## config.mk

```make
export PLATFORM = sky130hd
export DESIGN_NAME = seq_divider_8by4
export DESIGN_NICKNAME = d
export VERILOG_FILES = /design/src/rtl/div_pkg.sv /design/src/rtl/cla_adder4.sv /design/src/rtl/div_step.sv /design/src/rtl/seq_divider_8by4.sv
export SDC_FILE = /design/constraint.sdc
export NUM_CORES = 1
export LEC_CHECK = 0
export BUFFER_PORTS_ARGS = -buffer_cell sky130_fd_sc_hd__buf_4
export CORE_UTILIZATION = 55
export CTS_CLUSTER_DIAMETER = 100
export CTS_CLUSTER_SIZE = 25
export DETAILED_ROUTE_END_ITERATION = 12
export PLACE_DENSITY = 0.75
export SYNTH_ARGS = -nofsm -noshare
export SYNTH_HDL_FRONTEND = slang
export SYNTH_SLANG_ARGS = --single-unit
```

## constraint.sdc

```tcl
create_clock -name clk -period 2.4 [get_ports clk]
set_clock_uncertainty 0.15 [all_clocks]
set_input_delay 0.12 -clock clk [delete_from_list [all_inputs] [get_ports clk]]
set_output_delay 0.12 -clock clk [all_outputs]
set_load 0.02 [all_outputs]
```

## src/rtl/div_pkg.sv

```systemverilog
// Shared definitions for the 8-by-4 sequential restoring divider:
// FSM encoding and the fixed iteration / divide-by-zero constants.
package div_pkg;

  typedef enum logic [1:0] {
    IDLE = 2'd0,
    RUN  = 2'd1,
    DONE = 2'd2
  } state_t;

  localparam int          ITER_CNT     = 8;
  localparam logic [7:0]  DBZ_QUOTIENT = 8'hFF;

endpackage

```

## src/rtl/cla_adder4.sv

```systemverilog
// 4-bit carry-lookahead adder: sum = a + b + cin, with carry out.
module cla_adder4 (
  input  logic [3:0] a,
  input  logic [3:0] b,
  input  logic       cin,
  output logic [3:0] sum,
  output logic       cout
);

  logic [3:0] g;
  logic [3:0] p;
  logic [4:0] c;

  assign g = a & b;
  assign p = a ^ b;

  assign c[0] = cin;
  assign c[1] = g[0] | (p[0] & c[0]);
  assign c[2] = g[1] | (p[1] & g[0]) | (p[1] & p[0] & c[0]);
  assign c[3] = g[2] | (p[2] & g[1]) | (p[2] & p[1] & g[0])
              | (p[2] & p[1] & p[0] & c[0]);
  assign c[4] = g[3] | (p[3] & g[2]) | (p[3] & p[2] & g[1])
              | (p[3] & p[2] & p[1] & g[0])
              | (p[3] & p[2] & p[1] & p[0] & c[0]);

  assign sum  = p ^ c[3:0];
  assign cout = c[4];

endmodule

```

## src/rtl/div_step.sv

```systemverilog
// One restoring-division step: shift in the next dividend bit, trial-subtract
// the divisor through the CLA, keep the difference on success or restore.
module div_step (
  input  logic [4:0] partial,
  input  logic       din,
  input  logic [3:0] divisor,
  output logic       ok,
  output logic [4:0] next_partial
);

  logic [4:0] shifted;
  logic [3:0] diff;
  logic       carry;

  // Between steps the partial remainder is below the divisor, so bit 4 is 0.
  logic unused_partial_msb;
  assign unused_partial_msb = partial[4];

  assign shifted = {partial[3:0], din};

  // a + ~d + 1 = a - d; carry out means shifted[3:0] >= divisor.
  cla_adder4 u_cla (
    .a    (shifted[3:0]),
    .b    (~divisor),
    .cin  (1'b1),
    .sum  (diff),
    .cout (carry)
  );

  // With shifted[4] set the true value is 16 + shifted[3:0], always >= divisor,
  // and the low nibble of the CLA result is still the exact difference.
  assign ok           = shifted[4] | carry;
  assign next_partial = ok ? {1'b0, diff} : shifted;

endmodule

```

## src/rtl/seq_divider_8by4.sv

```systemverilog
// 8-bit by 4-bit sequential restoring divider: one quotient bit per clock,
// results and done pulse registered; divide-by-zero short-cuts to DONE.
module seq_divider_8by4
  import div_pkg::*;
(
  input  logic       clk,
  input  logic       reset,
  input  logic       start,
  input  logic [7:0] dividend,
  input  logic [3:0] divisor,
  output logic       busy,
  output logic       done,
  output logic [7:0] quotient,
  output logic [3:0] remainder,
  output logic       div_by_zero
);

  // Handshake: start is a request honoured only while IDLE (operands sampled
  // on that edge); done is a one-cycle pulse marking quotient/remainder/
  // div_by_zero valid, which then hold until the next completion.

  state_t     state;
  state_t     state_next;
  logic [2:0] cnt;
  logic [4:0] partial;
  logic [7:0] work;      // dividend bits leave at the MSB, quotient bits enter at the LSB
  logic [3:0] dsr;
  logic       step_ok;
  logic [4:0] step_partial;
  logic       last_step;

  assign last_step = (cnt == 3'(ITER_CNT - 1));

  div_step u_step (
    .partial      (partial),
    .din          (work[7]),
    .divisor      (dsr),
    .ok           (step_ok),
    .next_partial (step_partial)
  );

  always_comb begin
    state_next = state;
    case (state)
      IDLE: begin
        if (start) begin
          state_next = (divisor == 4'd0) ? DONE : RUN;
        end
      end
      RUN: begin
        if (last_step) begin
          state_next = DONE;
        end
      end
      DONE:    state_next = IDLE;
      default: state_next = IDLE;
    endcase
  end

  // busy/done are decoded from the next state so they are flops aligned with state.
  always_ff @(posedge clk or posedge reset) begin
    if (reset) begin
      state <= IDLE;
      busy  <= 1'b0;
      done  <= 1'b0;
    end else begin
      state <= state_next;
      busy  <= (state_next == RUN);
      done  <= (state_next == DONE);
    end
  end

  always_ff @(posedge clk or posedge reset) begin
    if (reset) begin
      cnt         <= 3'd0;
      partial     <= 5'd0;
      work        <= 8'd0;
      dsr         <= 4'd0;
      quotient    <= 8'd0;
      remainder   <= 4'd0;
      div_by_zero <= 1'b0;
    end else begin
      case (state)
        IDLE: begin
          if (start) begin
            if (divisor != 4'd0) begin
              work        <= dividend;
              dsr         <= divisor;
              partial     <= 5'd0;
              cnt         <= 3'd0;
              div_by_zero <= 1'b0;
            end else begin
              quotient    <= DBZ_QUOTIENT;
              remainder   <= dividend[3:0];
              div_by_zero <= 1'b1;
            end
          end
        end
        RUN: begin
          partial <= step_partial;
          work    <= {work[6:0], step_ok};
          cnt     <= cnt + 3'd1;
          if (last_step) begin
            quotient  <= {work[6:0], step_ok};
            remainder <= step_partial[3:0];
          end
        end
        default: begin
        end
      endcase
    end
  end

endmodule

```

==> impl_metrics.toml, run 1 <==
[floorplanning]
floorplan.rows = 20
die_h_um = 58.4
top_level_ports = 30
fp.dieW_um = 58.4
fp.dieArea_sq_mm = 0.00341
core_region_area_sq_mm = 0.00303
start_util_pct = 57.8

[final_layout]
syn_to_final_growth_pct = 25.2
antenna-diode-count = 0
layout_common_cells = "dfrtp_1, buf_4, nand2_1, dlygate4sd3_1"
post_route_cells_drive_above_1_share_pct = 26.5
stdcell_count = 248
mostFrequentLayoutCell = "dfrtp_1"
layout.nets = 225

[logic_synthesis]
ys.warnings.count = 0
synth_async_sr_flop_share_pct = 100
synth.distinct_cells = 46
post_synth_main_area_contributors = "dfrtp_1, ha_1, nand2_1"
post_synth_inst_count = 157
synth-edff-count = 0
synth.largest_area_cell = "dfrtp_1"
seq_area_frac_synth_pct = 51.5
synth.net_count = 179
syn_avg_cell_area_sq_um = 11.1
synthFlopType = "dfrtp_1"
synthesis.area_sq_mm = 0.00175
synth_seq_cells = 36
netlist.area_leader.share_pct = 51.5

[timing]
slew-limit-headroom_pct = 61.3
period_minus_slack_ns = 2.12
finalHoldViolations = 0
worst_pin_slew_ns = 0.579
final_cycle_utilization_of_the_critical_path_pct = 88.3
hold_slack_ns = 0.172
report.final.setup_viol = 0
timing.final.max_slew_violations = 0
grt_setup_unrepaired = "false"
fin_setup_tns_ns = 0
max_freq_mhz = 472

[clock_tree]
clkSlewWorstSetupHoldPaths_ns = 0.10
clock_sink_count = 36
max-clock-path-buffers = 2
clock_latency_reported_for_the_late_side_of_the_worst_skew_pair_ns = 0.34
cts_buffers = 5
cts_tree = "built"
htree_num_levels = 2
cts-root-buf = "clkbuf_4"
post-cts-setup-buffer-count = 0

[critical_path]
cp-start-kind = "flop"
setup.worst_path.end_class = "flop"
crit_fanout = 13
required_time_reported_for_the_critical_path_endpoint_ns = 2.48
criticalPathCategory = "reg2reg"
critPathArrivalTime_ns = 2.20

[routing]
route.antenna.remaining_nets = 0
wirelength_um = 3700
count_of_unresolved_drc_violations_after_routing = 0
first_iter_violations = 54
wl_per_cell_um = 14.9
detailroute.via_count = 1379
firstDrtPassIters = 4
via_count_normalized_by_instance_count = 5.56

[run]
timing.max_cap.violations = 0

[global_route]
grt_use_total_pct = 24.9
grt_overflow = 0
maximum_number_of_pins_on_one_net_before_global_route_repair = 37
number_of_global_route_vias_before_repair = 1373
first_pass_grt_wire_length_um = 6200
antenna_found_initial = 0

[pwr]
report.power.total_mw = 3.04
worst_ir_drop_vdd_v = 0.000777
power.density_mw_per_mm2 = 1390
leakagePower_nw = 1.04

[placed_design]
hpwl_um = 2590
finalWeightedCongestion = 0.891
dpl.cell_count = 227
number_of_port_buffers = 29

[worst_hold_path]
holdCritPathClass = "in2reg"

[outcome]
status = "finished clean"
==> final cells by class <==
class,count,area (sq um)
repair buffers,46,378
fillers,234,837
inverters,9,33.8
flip-flops and latches,36,901
clock buffers,8,58.8
well taps,44,55.1
multi-input cells,105,764
==> repair_timing <==
action,in CTS,in global routing
setup endpoints to repair,0,0
hold buffers,13,0
gates resized for setup,0,0
hold endpoints to repair,53,0
==> layer usage <==
layer  global-route usage (%)  wire length, um
met2                     40.4             1830
met4                     9.18               48
met5                        0                0
met1                     31.9             1690
met3                     7.03              138
==> critical path: stages, from the launching register on <==
cell	delay, ns
dfrtp_1	0.43
ha_1	0.22
ha_1	0.21
nand3b_2	0.20
a21boi_2	0.29
inv_2	0.18
mux2_4	0.32
==> power breakdown <==
part	total, mW	switching (mW)	internal [mW]	leakage (nW)
clock network	0.337	0.192	0.145	0.0326
logic	1.61	0.884	0.724	0.588
registers	1.09	0.194	0.900	0.424
total	3.04	1.27	1.77	1.04
==> synthesized netlist by cell type (2+ instances only) <==
cell / count
a21oi_1: 4
a22o_1: 2
buf_2: 2
buf_6: 3
clkbuf_1: 2
dfrtp_1: 36
ha_1: 7
inv_1: 8
mux2_2: 3
mux2i_1: 4
nand2_1: 19
nand2b_1: 5
nand3_1: 8
nor2_1: 5
nor3_1: 2
o21a_1: 2
o21ai_0: 8
o21ai_1: 2
o221a_2: 4
o22a_1: 4
o31ai_1: 2
==> cells by family after synthesis <==
family                   share of synthesized area [%]
adder cells (fa/ha/maj)                           5.00
flip-flops                                        51.5
AO/OA/AOI/OAI                                     16.4
buffers and inverters                             4.86
multiplexers                                      5.07
AND/OR/NAND/NOR                                   16.7
XOR/XNOR                                         0.500
==> metrics by stage <==
stage	cell area, sq um	util [%]	setup WS, ns
2_1_floorplan	1750	-	0.494
3_3_place_gp	2000	66.1	0.340
3_5_place_dp	2000	66.1	0.323
4_1_cts	2190	72.4	0.282
5_1_grt	2190	72.4	0.136
6_report	2190	72.4	0.281
==> registers in the layout, summed over array words and instances (netlist names) <==
signal	cells
dsr	4
div_by_zero	1
state	2
quotient	8
cnt	3
work	8
remainder	4
busy	1
partial	4
done	1
==> worst paths after layout <==
path                                    start                      end  slack, ns  depth (start not counted)
min in group asynchronous               reset   partial[2]$_DFFE_PP0P_       0.28                          4
max in group asynchronous               reset  quotient[1]$_DFFE_PP0P_       1.51                          4
setup reg to reg           cnt[0]$_DFFE_PP0P_  quotient[6]$_DFFE_PP0P_       0.28                          6
hold / removal                          start           done$_DFF_PP0_       0.17                          4
setup / recovery           cnt[0]$_DFFE_PP0P_  quotient[6]$_DFFE_PP0P_       0.28                          6
hold reg to reg            dsr[2]$_DFFE_PP0P_       dsr[2]$_DFFE_PP0P_       0.35                          2
Power figures use the tool's default switching activity.
==> run 2, diff against run 1 <==
--- a/config.mk
+++ b/config.mk
@@ -6,11 +6,12 @@
 export NUM_CORES = 1
 export LEC_CHECK = 0
 export BUFFER_PORTS_ARGS = -buffer_cell sky130_fd_sc_hd__buf_4
-export CORE_UTILIZATION = 55
+export CORE_UTILIZATION = 57
+export CTS_BUF_LIST = sky130_fd_sc_hd__clkbuf_8
 export CTS_CLUSTER_DIAMETER = 100
 export CTS_CLUSTER_SIZE = 25
 export DETAILED_ROUTE_END_ITERATION = 12
-export PLACE_DENSITY = 0.75
+export PLACE_DENSITY = 0.78
 export SYNTH_ARGS = -nofsm -noshare
 export SYNTH_HDL_FRONTEND = slang
 export SYNTH_SLANG_ARGS = --single-unit
==> run 2 against run 1 <==
The run now ends with DRC left. Cell area increased by 1.4%. Core utilization increased by 6.1 points. Routed wire length increased by 5.3%. Combinational power about the same. Cell count decreased by 5.2%. Clock-buffer cell count decreased by 3. Via count increased by 2.0%. Fmax increased by 1.1%. Sequential share of layout area decreased by 0.56 points. Total power increased by 6.4%. Die area decreased by 3.4%. Clock power increased by 52%. Critical path type is now in2reg. Highest routed layer unchanged.
==> impl_metrics.toml, run 2 (synthesis results as in run 1) <==
[final_layout]
top_regs = "quotient x8, work x8"
layout_common_cells = "dfrtp_1, buf_4, nand2_1, dlygate4sd3_1, inv_1"
post_route_cells_drive_above_1_share_pct = 27.5
area_of_the_multi_input_gates_sq_um = 764
fillCellCount = 196
syn_to_final_growth_pct = 26.9
antenna-diode-count = 0
fin_util_pct = 78.5
stdcell_count = 235
layout.nets = 225
register_area_sq_um = 901
mostFrequentLayoutCell = "dfrtp_1"

[routing]
route.antenna.remaining_nets = 0
detailroute.via_count = 1406
via_count_normalized_by_instance_count = 5.98
first_iter_violations = 65
wirelength_um = 3900
count_of_unresolved_drc_violations_after_routing = 3
firstDrtPassIters = 8
wl_per_cell_um = 16.6

[outcome]
status = "finished with violations"
failing_checks = "DRC"

[critical_path]
cp-startpoint = "divisor[3]"
worst_r2r_src = "dsr[0]$_DFFE_PP0P_"
rrSetupSlack_ns = 0.33
crit_fanout = 22
criticalPathCategory = "in2reg"
cp-start-kind = "input pin"
required_time_reported_for_the_critical_path_endpoint_ns = 2.42
reg2reg_to = "remainder[0]$_DFFE_PP0P_"
reg2reg_depth = 6
cp-endpoint = "work[5]$_DFFE_PP0P_"
setup.worst_path.end_class = "flop"
critPathArrivalTime_ns = 2.12

[floorplanning]
top_level_ports = 30
start_util_pct = 61.9
fp.dieArea_sq_mm = 0.00330
die_h_um = 57.4
floorplan.rows = 19
core_region_area_sq_mm = 0.00283
fp.dieW_um = 57.4

[global_route]
grt_overflow = 0
number_of_global_route_vias_before_repair = 1499
first_pass_grt_wire_length_um = 6620
grt_use_total_pct = 26.6
antenna_found_initial = 0
maximum_number_of_pins_on_one_net_before_global_route_repair = 37

[pwr]
power.density_mw_per_mm2 = 1460
report.power.total_mw = 3.23
leakagePower_nw = 1.07
worst_ir_drop_vdd_v = 0.000834

[placed_design]
number_of_port_buffers = 29
hpwl_um = 2700
dpl.cell_count = 215
finalWeightedCongestion = 0.988

[clock_tree]
cts_tree = "built"
cts-hold-fix-buffers = 12
cts-resized-gates = 0
clock_sink_count = 36
max-clock-path-buffers = 2
post-cts-setup-buffer-count = 0
cts-root-buf = "clkbuf_8"
htree_num_levels = 2
cts_buffers = 5
clock_latency_reported_for_the_late_side_of_the_worst_skew_pair_ns = 0.28
clkSlewWorstSetupHoldPaths_ns = 0.07

[timing]
grt_setup_unrepaired = "false"
slew-limit-headroom_pct = 65.3
fin_setup_tns_ns = 0
final_cycle_utilization_of_the_critical_path_pct = 87.3
timing.final.max_slew_violations = 0
worst_pin_slew_ns = 0.507
report.final.setup_viol = 0
max_freq_mhz = 477
period_minus_slack_ns = 2.10
finalHoldViolations = 0

[worst_hold_path]
timing.hold.worst.start = "dividend[0]"
holdCritPathClass = "in2reg"

[run]
timing.max_cap.violations = 0
## run 2: cell count changes in the layout (fill, tap and decap cells not counted)
cell           delta
clkbuf_1          -2
inv_1             +1
clkbuf_4          -5
clkbuf_8          +4
clkinv_2          +1
buf_4             +1
dlygate4sd3_1     -1
bufinv_16         +1
## run 2: where the power goes
part           internal (mW)  switching, mW
clock                  0.304          0.208
combinational          0.723          0.899
sequential             0.902          0.197
total                   1.93           1.30
## run 2: metrics by stage
stage | area [sq um] | hold WS, ns | setup WS, ns
2_1_floorplan | 1750 | 0.0754 | 0.494
3_3_place_gp | 1990 | 0.100 | 0.377
3_5_place_dp | 1990 | 0.110 | 0.361
4_1_cts | 2220 | 0.0185 | 0.315
5_1_grt | 2220 | 0.0340 | 0.135
6_report | 2220 | 0.0214 | 0.304
## run 2: how the worst min path moves through the flow
stage	endpoint	slack, ns	depth (start not counted)
6_report	work[0]$_DFFE_PP0P_	0.02	3
2_1_floorplan	dsr[2]$_DFFE_PP0P_	0.08	2
3_3_place_gp	quotient[2]$_DFFE_PP0P_	0.10	3
3_5_place_dp	quotient[2]$_DFFE_PP0P_	0.11	3
5_1_grt	work[0]$_DFFE_PP0P_	0.03	3
4_1_cts	work[0]$_DFFE_PP0P_	0.02	3
## run 2: critical path: stages
cell and delay [ns]:
dlygate4sd3_1 0.54, buf_4 0.15, nor4_4 0.27, nand2b_2 0.49, nand2_1 0.24, o221a_2 0.30
## run 2: final cells by class
cell class / instances / share of cell area [%]
Tap cell: 31 / 1.75
Clock buffer: 5 / 3.10
Timing Repair Buffer: 46 / 16.9
Sequential cell: 36 / 40.6
Multi-Input combinational cell: 105 / 34.4
Inverter: 9 / 1.52
Clock inverter: 3 / 1.75
## run 2: metal layers
layer | vias up | part of all wire, % | track usage (%)
li1 | 657 | - | -
met1 | 697 | 42 | 33.7
met2 | 46 | 52 | 45.2
met3 | 6 | 4.7 | 4.54
met4 | 0 | 0.95 | 11.1
met5 | - | 0 | 0
